### config.mk
export PLATFORM = sky130hd
export DESIGN_NAME = regalu_sequencer
export DESIGN_NICKNAME = d
export VERILOG_FILES = /design/src/rtl/regalu_sequencer.sv
export SDC_FILE = /design/constraint.sdc
export NUM_CORES = 1
export LEC_CHECK = 0
export BUFFER_PORTS_ARGS = -buffer_cell sky130_fd_sc_hd__buf_2
export CORE_UTILIZATION = 40
export CTS_CLUSTER_DIAMETER = 50
export DETAILED_ROUTE_END_ITERATION = 10
export PLACE_DENSITY = 0.79
export RECOVER_POWER = 50
export SLEW_MARGIN = 5
export SYNTH_ARGS = -nofsm -noshare
export SYNTH_HDL_FRONTEND = slang
export SYNTH_SLANG_ARGS = --single-unit
### constraint.sdc
create_clock -name clk -period 1.6 [get_ports clk]
set_input_delay 0.16 -clock clk [delete_from_list [all_inputs] [get_ports clk]]
set_output_delay 0.16 -clock clk [all_outputs]
set_load 0.005 [all_outputs]
### src/rtl/regalu_sequencer.sv
// regalu_sequencer: issues one instruction at a time to regalu as a READ/WRITE select
// sequence, then holds the captured result until it is consumed. Optional counter: REGALU_SEQ_PERF_EN.
module regalu_sequencer (
    input  logic        clk,
    input  logic        rst_n,
    input  logic        instr_valid,
    output logic        instr_ready,
    input  logic [2:0]  instr_op,
    input  logic        instr_cin,
    input  logic [4:0]  instr_rs,
    input  logic [4:0]  instr_rt,
    input  logic [4:0]  instr_rd,
    output logic [31:0] Aselect,
    output logic [31:0] Bselect,
    output logic [31:0] Dselect,
    output logic [2:0]  S,
    output logic        Cin,
    input  logic [31:0] dbus,
    output logic        resp_valid,
    input  logic        resp_ready,
    output logic [31:0] resp_data,
    output logic        resp_err
`ifdef REGALU_SEQ_PERF_EN
    ,
    output logic [15:0] retired_cnt
`endif
);

    localparam logic [2:0] OP_ILLEGAL = 3'b111;

    typedef enum logic [1:0] {
        IDLE  = 2'd0,
        READ  = 2'd1,
        WRITE = 2'd2,
        RESP  = 2'd3
    } state_t;

    state_t      state_reg;
    logic [4:0]  rd_reg;
    logic        illegal_reg;
    logic        instr_ready_reg;
    logic [31:0] aselect_reg;
    logic [31:0] bselect_reg;
    logic [31:0] dselect_reg;
    logic [2:0]  s_reg;
    logic        cin_reg;
    logic        resp_valid_reg;
    logic [31:0] resp_data_reg;
    logic        resp_err_reg;

    logic [31:0] rs_onehot;
    logic [31:0] rt_onehot;
    logic [31:0] rd_onehot;
    logic [31:0] dest_onehot;

    genvar gi;
    generate
        for (gi = 0; gi < 32; gi++) begin : g_decode
            assign rs_onehot[gi] = (instr_rs == 5'(gi));
            assign rt_onehot[gi] = (instr_rt == 5'(gi));
            assign rd_onehot[gi] = (rd_reg == 5'(gi));
        end
    endgenerate

    // R0 is hard-wired and an illegal op must not commit, so neither gets a write strobe.
    assign dest_onehot = (illegal_reg || rd_reg == 5'd0) ? 32'h0 : rd_onehot;

    always_ff @(posedge clk or negedge rst_n) begin
        if (!rst_n) begin
            state_reg       <= IDLE;
            rd_reg          <= 5'd0;
            illegal_reg     <= 1'b0;
            instr_ready_reg <= 1'b1;
            aselect_reg     <= 32'h0;
            bselect_reg     <= 32'h0;
            dselect_reg     <= 32'h0;
            s_reg           <= 3'd0;
            cin_reg         <= 1'b0;
            resp_valid_reg  <= 1'b0;
            resp_data_reg   <= 32'h0;
            resp_err_reg    <= 1'b0;
        end else begin
            case (state_reg)
                IDLE: begin
                    if (instr_valid) begin
                        state_reg       <= READ;
                        instr_ready_reg <= 1'b0;
                        rd_reg          <= instr_rd;
                        illegal_reg     <= (instr_op == OP_ILLEGAL);
                        aselect_reg     <= rs_onehot;
                        bselect_reg     <= rt_onehot;
                        dselect_reg     <= 32'h0;
                        s_reg           <= instr_op;
                        cin_reg         <= instr_cin;
                    end
                end
                READ: begin
                    state_reg   <= WRITE;
                    dselect_reg <= dest_onehot;
                end
                WRITE: begin
                    // regalu commits dbus on this same edge; we keep a copy for the response.
                    state_reg      <= RESP;
                    resp_data_reg  <= dbus;
                    resp_err_reg   <= illegal_reg;
                    resp_valid_reg <= 1'b1;
                    aselect_reg    <= 32'h0;
                    bselect_reg    <= 32'h0;
                    dselect_reg    <= 32'h0;
                    s_reg          <= 3'd0;
                    cin_reg        <= 1'b0;
                end
                RESP: begin
                    if (resp_ready) begin
                        state_reg       <= IDLE;
                        resp_valid_reg  <= 1'b0;
                        instr_ready_reg <= 1'b1;
                    end
                end
                default: begin
                    state_reg <= IDLE;
                end
            endcase
        end
    end

    assign instr_ready = instr_ready_reg;
    assign Aselect     = aselect_reg;
    assign Bselect     = bselect_reg;
    assign Dselect     = dselect_reg;
    assign S           = s_reg;
    assign Cin         = cin_reg;
    assign resp_valid  = resp_valid_reg;
    assign resp_data   = resp_data_reg;
    assign resp_err    = resp_err_reg;

`ifdef REGALU_SEQ_PERF_EN
    logic [15:0] retired_cnt_reg;

    // Counts completed response handshakes; wraps naturally at 16 bits.
    always_ff @(posedge clk or negedge rst_n) begin
        if (!rst_n) begin
            retired_cnt_reg <= 16'h0;
        end else if (state_reg == RESP && resp_ready) begin
            retired_cnt_reg <= retired_cnt_reg + 16'h1;
        end
    end

    assign retired_cnt = retired_cnt_reg;
`endif

endmodule

# After elaboration in Yosys (flattened, before gate mapping)

Cells that the tools add are included.

Eq/ne operators: 99
Multiplexer cells: 19
Reduce and logical (&&, ||, !) cells: 15

Operators by type and width:

| kind                                                             | number |
|---|---|
| 5-bit == test (second input constant)                            | 48 |
| 32-bit 2-to-1 mux                                                | 4 |
| 32-bit one-hot mux with 2 select lines                           | 2 |
| 5-bit by 4-bit == test with 1-bit output (second input constant) | 24 |
| 32-bit one-hot mux with 3 select lines                           | 1 |
| 5-bit by 3-bit == test with 1-bit output (second input constant) | 12 |
| 5-bit by 2-bit == test with 1-bit output (second input constant) | 6 |
| 5-bit by 1-bit == test with 1-bit output (second input constant) | 3 |
| 5-bit zero test                                                  | 3 |
| 2-bit AND reduction                                              | 5 |
| 2-bit one-hot mux with 4 select lines                            | 1 |
| 1-bit one-hot mux with 2 select lines                            | 3 |
| 3-bit one-hot mux with 2 select lines                            | 1 |
| 2-bit nonzero test                                               | 3 |
| 2-bit == test (second input constant)                            | 2 |
| 1-bit 2-to-1 mux                                                 | 4 |
| 2-bit 2-to-1 mux                                                 | 2 |
| 2-bit inequality test (second input constant)                    | 2 |
| 3-bit == test (second input constant)                            | 1 |
| 3-bit 2-to-1 mux                                                 | 1 |
| 3-bit AND reduction                                              | 1 |
| 3-bit nonzero test                                               | 1 |
| 2-bit by 1-bit == test with 1-bit output (second input constant) | 1 |
| 2-bit zero test                                                  | 1 |
| 1-bit logical OR                                                 | 1 |

Register bits after elaboration: 143
Output and inout bits: 135
Word-level logic and storage cells: 145

# Depth between registers and ports, before layout

Depth in word-level cells: 4
Gate-level depth with buffers: 7
Mapped depth without buffers: 5

# Worst setup path after synthesis

No wires, ideal clock.

Kind: reg2reg
Start: reg state_reg[0]
End: reg state_reg[1]
Setup time: 0.128 ns
Arrival: 1.513 ns
Data required time: 1.472 ns
Path slack: -0.041 ns
Stages on the path, launching flop included: 8
Path buffers: 2
Cells stage by stage: dfrtp_1 inv_1 ha_1 buf_4 nor2b_1 buf_2 a21oi_2 mux2_1

Cells in the longest elaborated chain, start to end: 3
Elaborated cells on any way between the ends: 8
Classes of those cells: eq/ne (5); mux (1); reduce/logical (2)

RTL lines:

| item                                             | RTL line | source |
|---|---|---|
| start: declaration                               | 38       | `state_t state_reg;` |
| start signal: assignment                         | 70       | `state_reg <= IDLE;` |
| start signal: assignment                         | 86       | `state_reg <= READ;` |
| start signal: assignment                         | 98       | `state_reg <= WRITE;` |
| 2-bit == test or 2-bit zero test (tied branches) | 83       | `case (state_reg)` |
| 2-bit inequality test (no line)                  | n/a      |  |
| 2-bit AND reduction (no line)                    | n/a      |  |

Several ways; a longest one is shown, not always the timed one.
A chain may end at the register's enable or synchronous reset.

# Worst setup path after layout

Start: reg state_reg[0]
End: reg aselect_reg[14], in the netlist Aselect[14]

Cells in the longest elaborated chain, start to end: 3
Elaborated cells on any way between the ends: 6
Classes of those cells: eq/ne (2); mux (1); reduce/logical (3)

RTL lines:

| item                                                                  | RTL line | source |
|---|---|---|
| 2-bit == test or 2-bit zero test (tied branches)                      | 83       |  |
| 2-bit nonzero test (no line) or 2-bit inequality test (tied branches) | n/a      |  |
| 2-bit AND reduction (no line)                                         | n/a      |  |
| end signal: assignment                                                | 90       | `aselect_reg <= rs_onehot;` |
| end: declaration                                                      | 42       | `logic [31:0] aselect_reg;` |

Several ways; a longest one is shown, not always the timed one.

==> impl_metrics.py <==
metrics = {
    "drt": {
        "dr.pass1.iters": 5,
        "finalWirelength_um": 15810,
        "dr_total_vias": 4717,
        "drt-vias-per-instance": 5.270,
        "wire_per_inst_um": 17.66,
        "drt_iter0_drc": 279,
        "wl_met1_um": 6466,
        "drc": 0,
        "top_layer": "met5",
        "dr_wl_met3_um": 865,
        "wl_met2_um": 7942,
        "ant_nets": 0,
    },
    "placement": {
        "placed_cells": 807,
        "place_area_sq_um": 7029,
        "io_buffers": 189,
        "place_hpwl_um": 10350,
        "globalplace.congestion": 0.8126,
    },
    "pwr": {
        "power.net_switching_w": 0.004530,
        "seqPwrFrac_pct": 35.8,
        "pwr-share-clk_pct": 25.9,
        "power.leakage_nw": 4.182,
        "combPwrFrac_pct": 38.3,
        "sw_frac_of_total_pct": 33.02,
        "intPower_w": 0.009190,
        "ir_drop_mv": 0.8089,
        "power_density_nw_per_um2": 1640,
    },
    "global_routing": {
        "grt_pass1_vias": 4774,
        "grt_max_degree": 65,
        "overflow": 0,
        "antenna_found_initial": 1,
        "grt_pass1_wl_um": 23870,
        "grtUsageTotal_pct": 20.81,
    },
    "yosys": {
        "ys_top_cells_by_count": "dfrtp_1 (142), nand2_1 (48), mux2_2 (38), a22o_1 (33), o21ai_0 (31)",
        "synth_area_leaders": "dfrtp_1 (61%), mux2_2 (7.4%), a22o_1 (5.0%)",
        "synth_nets": 502,
        "synth_xor_xnor_area_share_pct": 0,
        "synth.most_common_cell": "dfrtp_1",
        "synth_async_sr_flop_share_pct": 100.0,
        "synth_edf_count": 0,
        "synth_area_sq_um": 5793,
        "synth-seq-cells": 143,
        "synth.mux.area_fraction_pct": 8.315,
        "synth.avg_cell_area_sq_um": 13.11,
        "synth_top_family_by_area": "compound AO/OA/AOI/OAI gates",
        "synthSimpleGateAreaFrac_pct": 11.58,
        "yosysWarningCount": 0,
        "synth_adder_area_share_pct": 1.080,
        "ys_seq_area_share_pct": 61.79,
        "ys_types": 41,
        "netlist.area_leader.share_pct": 61.34,
        "synth_cells": 442,
        "synthFlopType": "dfrtp_1",
        "synth-compound-area-share_pct": 13.91,
        "yosysTopAreaCell": "dfrtp_1",
    },
    "floorplanning": {
        "die-area_sq_um": 14970,
        "placementRows": 43,
        "fp.dieW_um": 122.3,
        "fp.dieH_um": 122.3,
        "initial_utilization_pct": 41.41,
        "core_area_sq_um": 13990,
        "io_pins": 190,
    },
    "critical_path": {
        "path_delay_family": "buffers and inverters",
        "crit_path_max_fanout": 9,
        "critPathMaxStageDelay_ns": 0.39,
        "critPathLaunchType": "flop",
        "crit_arrival_ns": 1.96,
        "required_ns": 1.91,
        "endpoint_kind": "flop",
        "crit_buf_inv": 4,
        "critical_path_class": "reg2reg",
        "slowest_stage": "dfrtp_1",
        "crit_chain": "inv_2 -> ha_4 -> buf_12 -> mux2i_4 -> buf_4 -> clkbuf_16 -> a22o_1",
    },
    "cts": {
        "clkTransAtPathRegs_ns": 0.06,
        "cts.sinks": 143,
        "cts_tree": "built",
        "cts_made_buffers": 17,
        "clk_latency_ns": 0.42,
        "ctsRootBufferMaster": "clkbuf_16",
        "htree_levels": 4,
        "clockBufferDepth": 2,
    },
    "worst_hold_path": {
        "holdCritPathClass": "in2reg",
    },
    "timing": {
        "min_period_ns": 1.652,
        "rsz0062_at_grt": "yes",
        "fin_tns_setup_ns": -1.101,
        "drv_slew": 0,
        "slew_headroom_pct": 53.11,
        "tightest_slew_ns": 0.7034,
        "hold_violations": 0,
        "setup_ws_ns": -0.05233,
        "finalCritPeriodShare_pct": 103.3,
        "max_freq_mhz": 605.2,
        "finClkSkew_ns": 0.007931,
        "setup_viol": 50,
    },
    "outcome": {
        "violations": "negative setup slack",
        "status": "finished, violations left",
    },
    "cells_and_area": {
        "antenna_cells": 0,
        "syn_to_final_growth_pct": 44.41,
        "fillers": 1111,
        "layout-drive-gt1-share_pct": 46.71,
        "final_nets": 762,
        "fin_util_pct": 59.80,
        "finish.instance_area_sq_um": 8366,
        "final_cells": 895,
    },
    "job": {
        "max_cap_viol_count": 0,
    },
}
[metal layers]
metal,GRT usage [%],vias up
li1,-,2129
met1,25.14,2371
met2,34.45,178
met3,5.204,37
met4,10.52,2
met5,0,-
[power by group through the flow]
stage	sequential, W	clock (W)	combinational, W
after CTS	0.00487	0.00362	0.00445
after floorplan	0.00481	0	0.00252
final	0.00491	0.00356	0.00525
after global placement	0.00487	0	0.00368
after global routing	0.00499	0.00378	0.00562
after detailed placement	0.00491	0	0.00385
[path summary, 6_finish.rpt]
check / end / startpoint / slack (ns) / depth (start not counted)
setup / recovery: Aselect[14]$_DFFE_PN0P_ / state_reg[0]$_DFFE_PN0P_ / -0.05 / 7
hold / removal: illegal_reg$_DFFE_PN0P_ / instr_op[0] / 0.02 / 3
setup reg to reg: Aselect[14]$_DFFE_PN0P_ / state_reg[0]$_DFFE_PN0P_ / -0.05 / 7
hold reg to reg: Aselect[11]$_DFFE_PN0P_ / Aselect[11]$_DFFE_PN0P_ / 0.47 / 2
max in group asynchronous: Bselect[31]$_DFFE_PN0P_ / rst_n / 0.27 / 3
min in group asynchronous: Dselect[1]$_DFFE_PN0P_ / rst_n / 0.31 / 2
[kinds of logic (layout without fill, tap and decap cells)]
family | Yosys count | after routing
buffers and inverters | 32 | 305
AOI/OAI and AO/OA | 108 | 108
and+or+nand+nor | 112 | 112
adders and majority gates | 5 | 5
muxes | 42 | 42
DFF | 143 | 143
[worst reg2reg max path, delay by kind of cell (launching register included)]
kind	cells	cell delay [ns]
buf+inv	4	0.56
mux	1	0.19
flops	1	0.39
compound gates	1	0.22
fa+ha+maj	1	0.18
[layout by cell type, fill, tap and decap left out, drive strengths merged, types with 8 or more instances in the layout]
| cell type | Yosys | final |
|---|---|---|
| buf | 20 | 215 |
| o21ai | 37 | 37 |
| o2bb2ai | 18 | 18 |
| clkbuf | 7 | 34 |
| nor2 | 10 | 10 |
| dfrtp | 142 | 142 |
| mux2 | 39 | 39 |
| dlygate4sd3 | 0 | 38 |
| nand2 | 49 | 49 |
| nand2b | 8 | 8 |
| nor2b | 11 | 11 |
| a22o | 33 | 33 |
| a32o | 13 | 13 |
[through the flow]
stage / hold WS, ns / setup slack, ns / power (W)
floorplan: -0.1356 / 0.007122 / 0.007326
global route: 0.03886 / -0.1605 / 0.01440
finish: 0.02263 / -0.05233 / 0.01372
global placement: 0.04039 / -0.05192 / 0.008547
CTS: 0.005557 / -0.02875 / 0.01293
detailed placement: 0.04512 / -0.1393 / 0.008758
[area by class of cell]
| class | instances | area [sq um] | area share (%) |
|---|---|---|---|
| clock buffers | 19 | 442.9 | 5.295 |
| flip-flops and latches | 143 | 3580 | 42.79 |
| clock inverters | 13 | 91.34 | 1.092 |
| multi-input cells | 267 | 2188 | 26.16 |
| inverters | 5 | 18.77 | 0.2243 |
| repair buffers | 268 | 1819 | 21.75 |
| well taps | 180 | 225.2 | 2.692 |
[timing repair]
| action | CTS | global route |
|---|---|---|
| setup endpoints to repair | 124 | 112 |
| cloned | 2 | 5 |
| hold buffers | 38 | 0 |
| setup buffers | 7 | 5 |
| resized for setup | 21 | 40 |
| hold endpoints to repair | 180 | 0 |
| pin swaps | 27 | 11 |
(Power assumes the default switching activity.)
